File: src/rtl/vector_sequencer.sv
// rtl/vector_sequencer.sv - RESET/NMI/BRK/IRQ entry sequencer for the 6502 core
// Pushes PC and P, fetches the selected vector and hands PC, S and the I flag back to the core.
module vector_sequencer #(
  parameter int          ADDR_W       = 16,
  parameter int          NUM_IRQ      = 1,
  parameter logic [7:0]  STACK_PAGE   = 8'h01,
  parameter logic [15:0] RESET_VEC    = 16'hFFFC,
  parameter logic [15:0] NMI_VEC      = 16'hFFFA,
  parameter logic [15:0] IRQ_VEC      = 16'hFFFE,
  parameter logic [15:0] IRQ_EXT_BASE = 16'hFFE0
) (
  input  logic               clk,
  input  logic               reset,
  input  logic               boundary,
  input  logic               brk_req,
  input  logic               nmi,
  input  logic [NUM_IRQ-1:0] irq,
  input  logic               i_flag,
  input  logic [15:0]        pc_in,
  input  logic [7:0]         p_in,
  input  logic [7:0]         s_in,
  input  logic [7:0]         rd_data,
  output logic [ADDR_W-1:0]  mem_addr,
  output logic [7:0]         wr_data,
  output logic               wr_en,
  output logic               int_pending,
  output logic               busy,
  output logic [15:0]        pc_out,
  output logic               pc_load,
  output logic [7:0]         s_out,
  output logic               set_i,
  output logic [NUM_IRQ-1:0] irq_ack
);

  typedef enum logic [3:0] {
    IDLE, RST_1, RST_2, RST_3, PUSH_H, PUSH_L, PUSH_P, VEC_L, VEC_H, LOAD
  } state_t;
  typedef enum logic [1:0] {K_NMI, K_BRK, K_IRQ} kind_t;

  state_t      state;
  kind_t       kind;
  logic [2:0]  chan;
  logic [2:0]  irq_sel;
  logic [7:0]  s_reg;
  logic [7:0]  p_reg;
  logic [7:0]  pc_lo;
  logic [7:0]  vec_lo;
  logic        nmi_q;
  logic        nmi_pending;
  logic        nmi_rise;
  logic        ack_en;
  logic        is_brk;
  logic [15:0] irq_vec;

  // Lowest-index request wins, so scan downwards and let the last hit stand.
  always_comb begin
    irq_sel = 3'd0;
    for (int n = NUM_IRQ - 1; n >= 0; n--) begin
      if (irq[n]) irq_sel = 3'(n);
    end
  end

  assign nmi_rise    = nmi & ~nmi_q;
  assign int_pending = nmi_pending | brk_req | ((|irq) & ~i_flag);
  assign is_brk      = brk_req & ~nmi_pending;
  assign irq_vec     = (chan == 3'd0) ? IRQ_VEC
                                      : IRQ_EXT_BASE + {12'd0, chan - 3'd1, 1'b0};

  always_ff @(posedge clk or posedge reset) begin
    if (reset) begin
      state       <= RST_1;
      mem_addr    <= '0;
      wr_data     <= '0;
      wr_en       <= 1'b0;
      busy        <= 1'b1;
      pc_out      <= '0;
      pc_load     <= 1'b0;
      s_out       <= '0;
      set_i       <= 1'b0;
      irq_ack     <= '0;
      nmi_pending <= 1'b0;
      nmi_q       <= 1'b0;
      kind        <= K_IRQ;
      chan        <= '0;
      s_reg       <= '0;
      p_reg       <= '0;
      pc_lo       <= '0;
      vec_lo      <= '0;
      ack_en      <= 1'b0;
    end else begin
      nmi_q   <= nmi;
      pc_load <= 1'b0;
      set_i   <= 1'b0;
      irq_ack <= '0;
      wr_en   <= 1'b0;
      if (nmi_rise) nmi_pending <= 1'b1;
      case (state)
        IDLE: begin
          busy <= 1'b0;
          if (boundary && int_pending) begin
            state    <= PUSH_H;
            busy     <= 1'b1;
            pc_lo    <= pc_in[7:0];
            p_reg    <= (p_in | 8'h30) & {3'b111, is_brk, 4'hF};
            s_reg    <= s_in - 8'd1;
            mem_addr <= ADDR_W'({STACK_PAGE, s_in});
            wr_data  <= pc_in[15:8];
            wr_en    <= 1'b1;
            chan     <= irq_sel;
            if (nmi_pending)  kind <= K_NMI;
            else if (brk_req) kind <= K_BRK;
            else              kind <= K_IRQ;
          end
        end
        // Dummy stack cycles: address the stack, never write.
        RST_1: begin
          state    <= RST_2;
          mem_addr <= ADDR_W'({STACK_PAGE, s_in});
          s_reg    <= s_in - 8'd1;
        end
        RST_2: begin
          state    <= RST_3;
          mem_addr <= ADDR_W'({STACK_PAGE, s_reg});
          s_reg    <= s_reg - 8'd1;
        end
        RST_3: begin
          state    <= VEC_L;
          mem_addr <= ADDR_W'(RESET_VEC);
          s_reg    <= s_reg - 8'd1;
          ack_en   <= 1'b0;
        end
        PUSH_H: begin
          state    <= PUSH_L;
          mem_addr <= ADDR_W'({STACK_PAGE, s_reg});
          wr_data  <= pc_lo;
          wr_en    <= 1'b1;
          s_reg    <= s_reg - 8'd1;
        end
        PUSH_L: begin
          state    <= PUSH_P;
          mem_addr <= ADDR_W'({STACK_PAGE, s_reg});
          wr_data  <= p_reg;
          wr_en    <= 1'b1;
          s_reg    <= s_reg - 8'd1;
        end
        // A late NMI edge hijacks BRK/IRQ here; the pushed B bit is already committed.
        PUSH_P: begin
          state <= VEC_L;
          if (kind == K_NMI || nmi_pending || nmi_rise) begin
            mem_addr    <= ADDR_W'(NMI_VEC);
            nmi_pending <= 1'b0;
            ack_en      <= 1'b0;
          end else if (kind == K_BRK) begin
            mem_addr <= ADDR_W'(IRQ_VEC);
            ack_en   <= 1'b0;
          end else begin
            mem_addr <= ADDR_W'(irq_vec);
            ack_en   <= 1'b1;
          end
        end
        VEC_L: begin
          state    <= VEC_H;
          mem_addr <= mem_addr + ADDR_W'(1);
          vec_lo   <= rd_data;
        end
        VEC_H: begin
          state   <= LOAD;
          pc_out  <= {rd_data, vec_lo};
          s_out   <= s_reg;
          pc_load <= 1'b1;
          set_i   <= 1'b1;
          irq_ack <= ack_en ? (NUM_IRQ'(1) << chan) : '0;
        end
        LOAD: begin
          state <= IDLE;
          busy  <= 1'b0;
        end
        default: state <= IDLE;
      endcase
    end
  end

endmodule

File: config.mk
export PLATFORM = sky130hd
export DESIGN_NAME = vector_sequencer
export DESIGN_NICKNAME = d
export VERILOG_FILES = /design/src/rtl/vector_sequencer.sv
export SDC_FILE = /design/constraint.sdc
export NUM_CORES = 1
export LEC_CHECK = 0
export CELL_PAD_IN_SITES_DETAIL_PLACEMENT = 2
export CELL_PAD_IN_SITES_GLOBAL_PLACEMENT = 2
export CORE_MARGIN = 3
export CORE_UTILIZATION = 31
export CTS_CLUSTER_SIZE = 40
export DETAILED_ROUTE_END_ITERATION = 12
export GPL_TIMING_DRIVEN = 0
export PLACE_DENSITY_LB_ADDON = 0.08
export REMOVE_ABC_BUFFERS = 1
export SLEW_MARGIN = 20
export SYNTH_ARGS = -nofsm -noshare
export SYNTH_HDL_FRONTEND = slang
export SYNTH_SLANG_ARGS = --single-unit
File: constraint.sdc
create_clock -name clk -period 4.1 [get_ports clk]
set_input_delay 0.82 -clock clk [delete_from_list [all_inputs] [get_ports clk]]
set_output_delay 0.82 -clock clk [all_outputs]
set_load 0.02 [all_outputs]
# Word level (Yosys, flattened, before mapping)
# Cells that the tools add are included.
# totals
mem_count	0
mem_bits_ro	0
register_bits	93
inputBits	47
output_inout_bits	54
elab_cells	81
ramBits	0
latchBits	0
# classes
order_cmp	0
mux	23
addsub	3
mul	0
shift	0
n_eq_ne	11
div_mod_pow	0
bitwise	9
n_reduce_logical	18
# op_table
cell	n
$pmux W16 S6	1
$pmux W8 S3	2
$pmux W4 S8	1
$add A16 B1 Y16 const B	1
$eq A4 B3 Y1 const B	4
$mux W16	1
$mux W8	2
$sub A8 B1 Y8 const B	2
$mux W1	9
$and A8 B8 Y8	1
$eq A4 B2 Y1 const B	2
$eq A4 B4 Y1 const B	2
$reduce_and A2 Y1	4
$pmux W1 S2	3
$reduce_bool A3 Y1	2
$reduce_bool A6 Y1	1
$eq A4 B1 Y1 const B	1
$logic_not A4 Y1	1
$mux W2	2
$mux W4	1
$reduce_bool A2 Y1	2
$reduce_or A2 Y1	2
$reduce_or A4 Y1	1
$and A1 B1 Y1	3
9 further kinds	13

# Longest topological paths before layout
# Gate-level depths: netlist of the first run.
# depth
ltp_word	6
mapped_depth	12
depth_no_buf	9

# Worst setup path after synthesis of the first run
# OpenSTA, ideal clock, no wires.
# synth_timing
path_type	reg2reg
startpoint	register state[2]
endpoint	register s_reg[4]
t_arrival_ns	2.430
slack_ns	1.604
path_buffers	3
stages_incl_launch_ff	13
required_ns	4.034
cell_sequence	dfrtp_1 -> buf_2 -> xnor2_1 -> or2_1 -> buf_2 -> mux2i_1 -> ha_1 -> clkbuf_1 -> nor3b_1 -> xor2_1 -> nor2_1 -> a41oi_1 -> o22a_1
# synth_between
elab_chain_len	4
word_cells_on_any_way	11
cone_classes	eq/ne (6); mux (1); reduce/logical (4)
# synth_lines
item	line	rtl
from (decl)	40	state_t state;
from (signal assigned)	71	state <= RST_1;
from (signal assigned)	101	state <= PUSH_H;
from (signal assigned)	117	state <= RST_2;
$eq A4 B3 Y1 or $eq A4 B2 Y1 (tied branches)	97	case (state)
$reduce_or A4 Y1 (no line)	--	
$reduce_bool A3 Y1 (no line)	--	
$reduce_and A2 Y1 (no line)	--	
to (signal assigned)	105	s_reg <= s_in - 8'd1;
to (signal assigned)	119	s_reg <= s_in - 8'd1;
to (signal assigned)	124	s_reg <= s_reg - 8'd1;
to (decl)	44	logic [7:0] s_reg;
# Several ways; a longest one is shown, not always the timed one.
# A chain may end at the register's enable or synchronous reset.

# Worst setup path in the final report of the first run
# layout_timing
startpoint	register state[1]
endpoint	register s_reg[4]
# Same word-level chain as after synthesis.

==> metrics, run 1 <==
Netlist cell types=55; most common cell in the netlist=nand2_1; Vias/cell=5.33; htree depth=3; flops & latches, synth=92; Area Growth Syn to Fin=32.2%; status=complete, no violations; skew final=0.00592 ns; initial antenna violation count=0; Area contributors post-synth=dfrtp_1 (50%), nand2_1 (9.7%), mux2_2 (5.8%); vias in the first global route=4401; clock buffers created by TritonCTS=9; Arrival @ worst endpoint=3.49 ns; die area=0.0159 mm²; Die H=126 µm; Post-synth top cells=nand2_1 (116), dfrtp_1 (89), o21ai_0 (46), nor2_1 (26), mux2_2 (23); fin crit share=0.783; Yosys top cell area share=0.497; TritonRoute pass-1 iters=4; Post-Syn Area per Cell=9.41 µm²; Sw Pwr=2.23 mW; Root Buffer Master=clkbuf_16; Leakage=2.50 nW; clock share of power=0.165; WL per Instance=19.3 µm; Setup Fix Bufs, Post-CTS=0; Syn Inst Count=476; critical path capture point type=flop; ant diodes=0; Regs by FF count=mem_addr: 16 flops, pc_out: 16 flops; Power, Total=5.12 mW; startpoint types=flop; HP Class=reg2reg; final instance area=0.00592 mm²; # setup viols final=0; non-filler instance count after layout=744; prevailing post-synth register cell=dfrtp_1; Gate power share=0.479; Worst-Skew Late Latency=0.35 ns; placed instance count=728; mapped cell area=0.00448 mm²; Core ar.=0.0140 mm²; final hold violations=0; reg2reg path depth=9; Post-Route WL=14400 µm; Remaining Overflow, GRT=0; critical path fanouts, max=24; Hold Buf Count CTS=0; Post-DP Area=0.00561 mm²; worst-margin pin slew=0.928 ns; Initial Util=0.320; Max-Cap Viols=0; internal power=2.90 mW; Total Nets Final=608; CTS tree=built; fmax=312 MHz; share of layout cells above drive strength 1=0.0957; via count=3967; Site Rows=43; sequential area share after synthesis=0.515; I/O Buffers=98; largest net degree at the start of global routing=53; worst min-delay path startpoint=vec_lo[7]; setup TNS=0 ns; die width=126 µm; RSZ-0062 raised after global routing=no; YS warnings=0; clock sinks=92; Detailed Place HPWL=10000 µm; worst reg2reg setup slack=0.89 ns; final period demand of the worst path=3.21 ns; worst reg2reg path startpoint=state[1]; FFs w/ async S/R, synth=1.00; relative slew slack=0.382; number of gates resized after CTS=0; Global Route Usage Sum=0.188; Flop pwr share=0.357; first-pass GRT wire length=24000 µm; Top Ports=101; PwrDens=865 mW/mm²; Final Max Slew Viols=0; Clock transition at path regs=0.07 ns; Max clock buf depth=2; critical path class=reg2reg; Sw Ratio=0.434; Final ANT Viol Nets=0; WHS Path Cells=2; Synth area leader=dfrtp_1; # DRC=0; WP data required=4.38 ns; EDFF count, synth=0; gp weighted congestion=0.783; VDD IR-drop max=0.319 mV; beginning of the critical path=state[1]; initial detailed-routing violation count=208
per-layer routing:
layer  routed length, µm  track usage  part of all wire  vias up
met3                 690       0.0471             0.048       22
met5                   0            0                 0        -
met1                6110        0.229              0.42     2022
met4                 277       0.0587             0.019        0
met2                7300        0.328              0.51       76
li1                    -            -                 -     1847
cells in the final DEF, fill, tap and decap left out, types with 4 or more instances in the layout:
master,netlist,routed
nand2_1,116,115
clkdlybuf4s50_1,0,98
xor2_1,4,4
a21oi_1,22,22
nor3_1,7,7
nor2_1,26,25
a41oi_1,4,4
inv_1,9,8
mux2i_1,11,11
dfrtp_1,89,89
a31oi_1,7,7
o311ai_0,8,8
mux2_2,23,23
o21ai_0,46,46
nand4_1,5,5
o22ai_1,4,4
clkbuf_16,0,9
nand2b_1,8,8
o221ai_1,4,4
nand3_1,5,4
clkbuf_8,0,4
worst paths after layout:
path / end
setup / recovery: s_reg[4]
hold / removal: pc_out[7]
setup reg to reg: s_reg[4]
hold reg to reg: pc_out[7]
max in group asynchronous: busy
min in group asynchronous: pc_out[15]
power by group through the flow:
stage,Clock (mW),Sequential (mW),Combinational (mW)
final,0.843,1.83,2.45
after global routing,0.909,1.92,2.74
after CTS,0.871,1.84,2.49
after detailed placement,0,1.85,2.46
after global placement,0,1.80,2.35
after floorplan,0,1.96,1.25
through the flow:
step           hold slack [ns]  utilization  worst slack (ns)
2_1_floorplan            0.433            -             0.893
6_report                 0.465        0.423             0.890
3_3_place_gp             0.442        0.398            -0.827
3_5_place_dp             0.450        0.401             0.770
4_1_cts                  0.468        0.422             0.758
5_1_grt                  0.505        0.423             0.552
worst max-delay path: stages (launching register included):
cell,delay [ns]
dfrtp_1,0.67
xnor2_1,0.48
or2_1,0.44
mux2i_1,0.30
ha_1,0.37
nor3b_1,0.30
xor2_1,0.18
nor2_1,0.06
a41oi_1,0.18
o22a_1,0.16
kinds of logic after synthesis:
| family | share of synthesized area |
|---|---|
| buf+inv | 0.0335 |
| fa+ha+maj | 0.00559 |
| flops | 0.515 |
| mux | 0.0824 |
| compound gates | 0.168 |
| simple gates | 0.184 |
| xor+xnor | 0.0117 |
cell type report:
cell class / instances / area [µm²]
Fill cell: 1545 / 8070
Sequential cell: 92 / 2310
Multi-Input combinational cell: 348 / 2040
Timing Repair Buffer: 99 / 1010
Clock buffer: 14 / 284
Tap cell: 180 / 225
Inverter: 9 / 38.8
Clock inverter: 2 / 16.3
Power figures use the tool's default switching activity.
==> inputs of run 2 (changes only) <==
--- a/config.mk
+++ b/config.mk
@@ -8,7 +8,7 @@
 export CELL_PAD_IN_SITES_DETAIL_PLACEMENT = 2
 export CELL_PAD_IN_SITES_GLOBAL_PLACEMENT = 2
 export CORE_MARGIN = 3
-export CORE_UTILIZATION = 31
+export CORE_UTILIZATION = 28
 export CTS_CLUSTER_SIZE = 40
 export DETAILED_ROUTE_END_ITERATION = 12
 export GPL_TIMING_DRIVEN = 0
==> constraint.sdc (replaced) <==
create_clock -name clk -period 2.75 [get_ports clk]
set_input_delay 0.55 -clock clk [delete_from_list [all_inputs] [get_ports clk]]
set_output_delay 0.55 -clock clk [all_outputs]
set_load 0.02 [all_outputs]
==> metrics, run 2 (synthesized netlist as in run 1, its figures left out) <==
Root Buffer Master=clkbuf_16; RSZ-0062 raised after global routing=no; fin crit share=0.932; dpl ws=-0.602 ns; Worst-Skew Late Latency=0.35 ns; Global Route Usage Sum=0.167; Regs by FF count=mem_addr: 16 flops, pc_out: 16 flops; die width=132 µm; Worst Setup EP=s_reg[4]; # setup viols final=0; worst-margin pin slew=0.777 ns; via count=3972; reg2reg path depth=9; die area=0.0176 mm²; I/O Buffers=98; Die H=132 µm; Vias/cell=5.12; relative slew slack=0.478; Total Nets Final=609; Detailed Place HPWL=9960 µm; Final Max Slew Viols=0; RR Endpoint=s_reg[4]; Remaining Overflow, GRT=0; Fillers=1680; non-filler instance count after layout=776; Power, Total=7.89 mW; TritonRoute pass-1 iters=4; PwrDens=1300 mW/mm²; final instance area=0.00605 mm²; Final ANT Viol Nets=0; Clock transition at path regs=0.07 ns; WHS Path Cells=1; Max clock buf depth=2; Post-Route WL=14500 µm; skew final=0.00568 ns; clock sinks=92; met1 usage in global routing=0.214; htree depth=3; clock buffers created by TritonCTS=9; critical path capture point type=flop; initial antenna violation count=0; worst reg2reg setup slack=0.19 ns; Arrival @ worst endpoint=2.85 ns; HP Class=reg2reg; gp weighted congestion=0.804; WP data required=3.04 ns; fmax=390 MHz; placed instance count=759; Core ar.=0.0154 mm²; share of layout cells above drive strength 1=0.119; largest net degree at the start of global routing=51; Site Rows=45; Post-DP Area=0.00564 mm²; met2 usage=0.279; Initial Util=0.290; Leakage=2.53 nW; initial detailed-routing violation count=205; first-pass GRT wire length=23500 µm; status=complete, no violations; vias in the first global route=4385; Top Ports=101; critical path fanouts, max=24; critical path class=reg2reg; worst reg2reg path startpoint=state[1]; most common cell after layout, fill and taps aside=nand2_1; ant diodes=0; Max-Cap Viols=0; VDD IR-drop max=0.388 mV; beginning of the critical path=state[1]; final worst slack=0.186 ns; most frequent cells in the layout=nand2_1 (115), clkdlybuf4s50_1 (98), dfrtp_1 (86); CTS tree=built; # DRC=0; WL per Instance=18.7 µm; final hold violations=0; GR peak layer=met2; startpoint types=flop; Area Growth Syn to Fin=35.2%; final core utilization=0.392; met3 Use GR=0.0384; Hold Buf Count CTS=0; final period demand of the worst path=2.56 ns
==> run 2: cell count changes in the layout (fill, tap and decap cells not counted), sizes merged <==
cell,delta
inv,+2
clkinvlp,+1
bufinv,+2
clkbuf,-4
==> run 2: cell type report <==
type,count,area (µm²),area share
Clock buffer,10,239,0.0395
Clock inverter,6,91.3,0.0151
Inverter,9,42.5,0.00703
Multi-Input combinational cell,348,2090,0.345
Sequential cell,92,2310,0.382
Tap cell,211,264,0.0436
Timing Repair Buffer,99,1010,0.167
Timing Repair inverter,1,7.51,0.00124
==> run 2: worst min-delay path by stage <==
stage,slack (ns),end,start
after floorplan,0.43,pc_out[0],vec_lo[0]
after global placement,0.44,pc_out[0],vec_lo[0]
after detailed placement,0.46,p_reg[5],p_reg[5]
after CTS,0.47,p_reg[5],p_reg[5]
after global routing,0.51,p_reg[5],p_reg[5]
final,0.47,p_reg[5],p_reg[5]
==> run 2: report_power, final <==
group          internal, mW  switching [mW]
clock network         0.831           0.576
registers              2.02           0.738
logic                  1.65            2.08
==> run 2: worst max-delay path, stage by stage, from the launching register on <==
cell	delay (ns)
dfrtp_4	0.61
xnor2_4	0.20
nor2_2	0.33
mux2i_1	0.26
ha_2	0.31
nor3b_2	0.21
xor2_1	0.17
nor2_1	0.06
a41oi_1	0.18
o22a_1	0.17
==> run 2: metrics by stage <==
stage / hold WS (ns) / setup TNS [ns]
3_3_place_gp: 0.444 / -199.06
2_1_floorplan: 0.433 / -16.64
4_1_cts: 0.474 / 0
6_report: 0.468 / 0
5_1_grt: 0.509 / 0
3_5_place_dp: 0.457 / -20.67
==> run 2: per-layer routing <==
layer	wire (µm)	vias up
met1	6570	2017
met2	6990	86
met4	272	0
met3	643	22
li1	-	1847
met5	0	-
==> run 2: timing repair <==
item | 4_1_cts | 5_1_grt
cloned | 1 | 0
setup buffers | 0 | 0
setup endpoints to repair | 33 | 51
resized for setup | 9 | 9
hold endpoints to repair | 0 | 0
pin swaps | 0 | 1
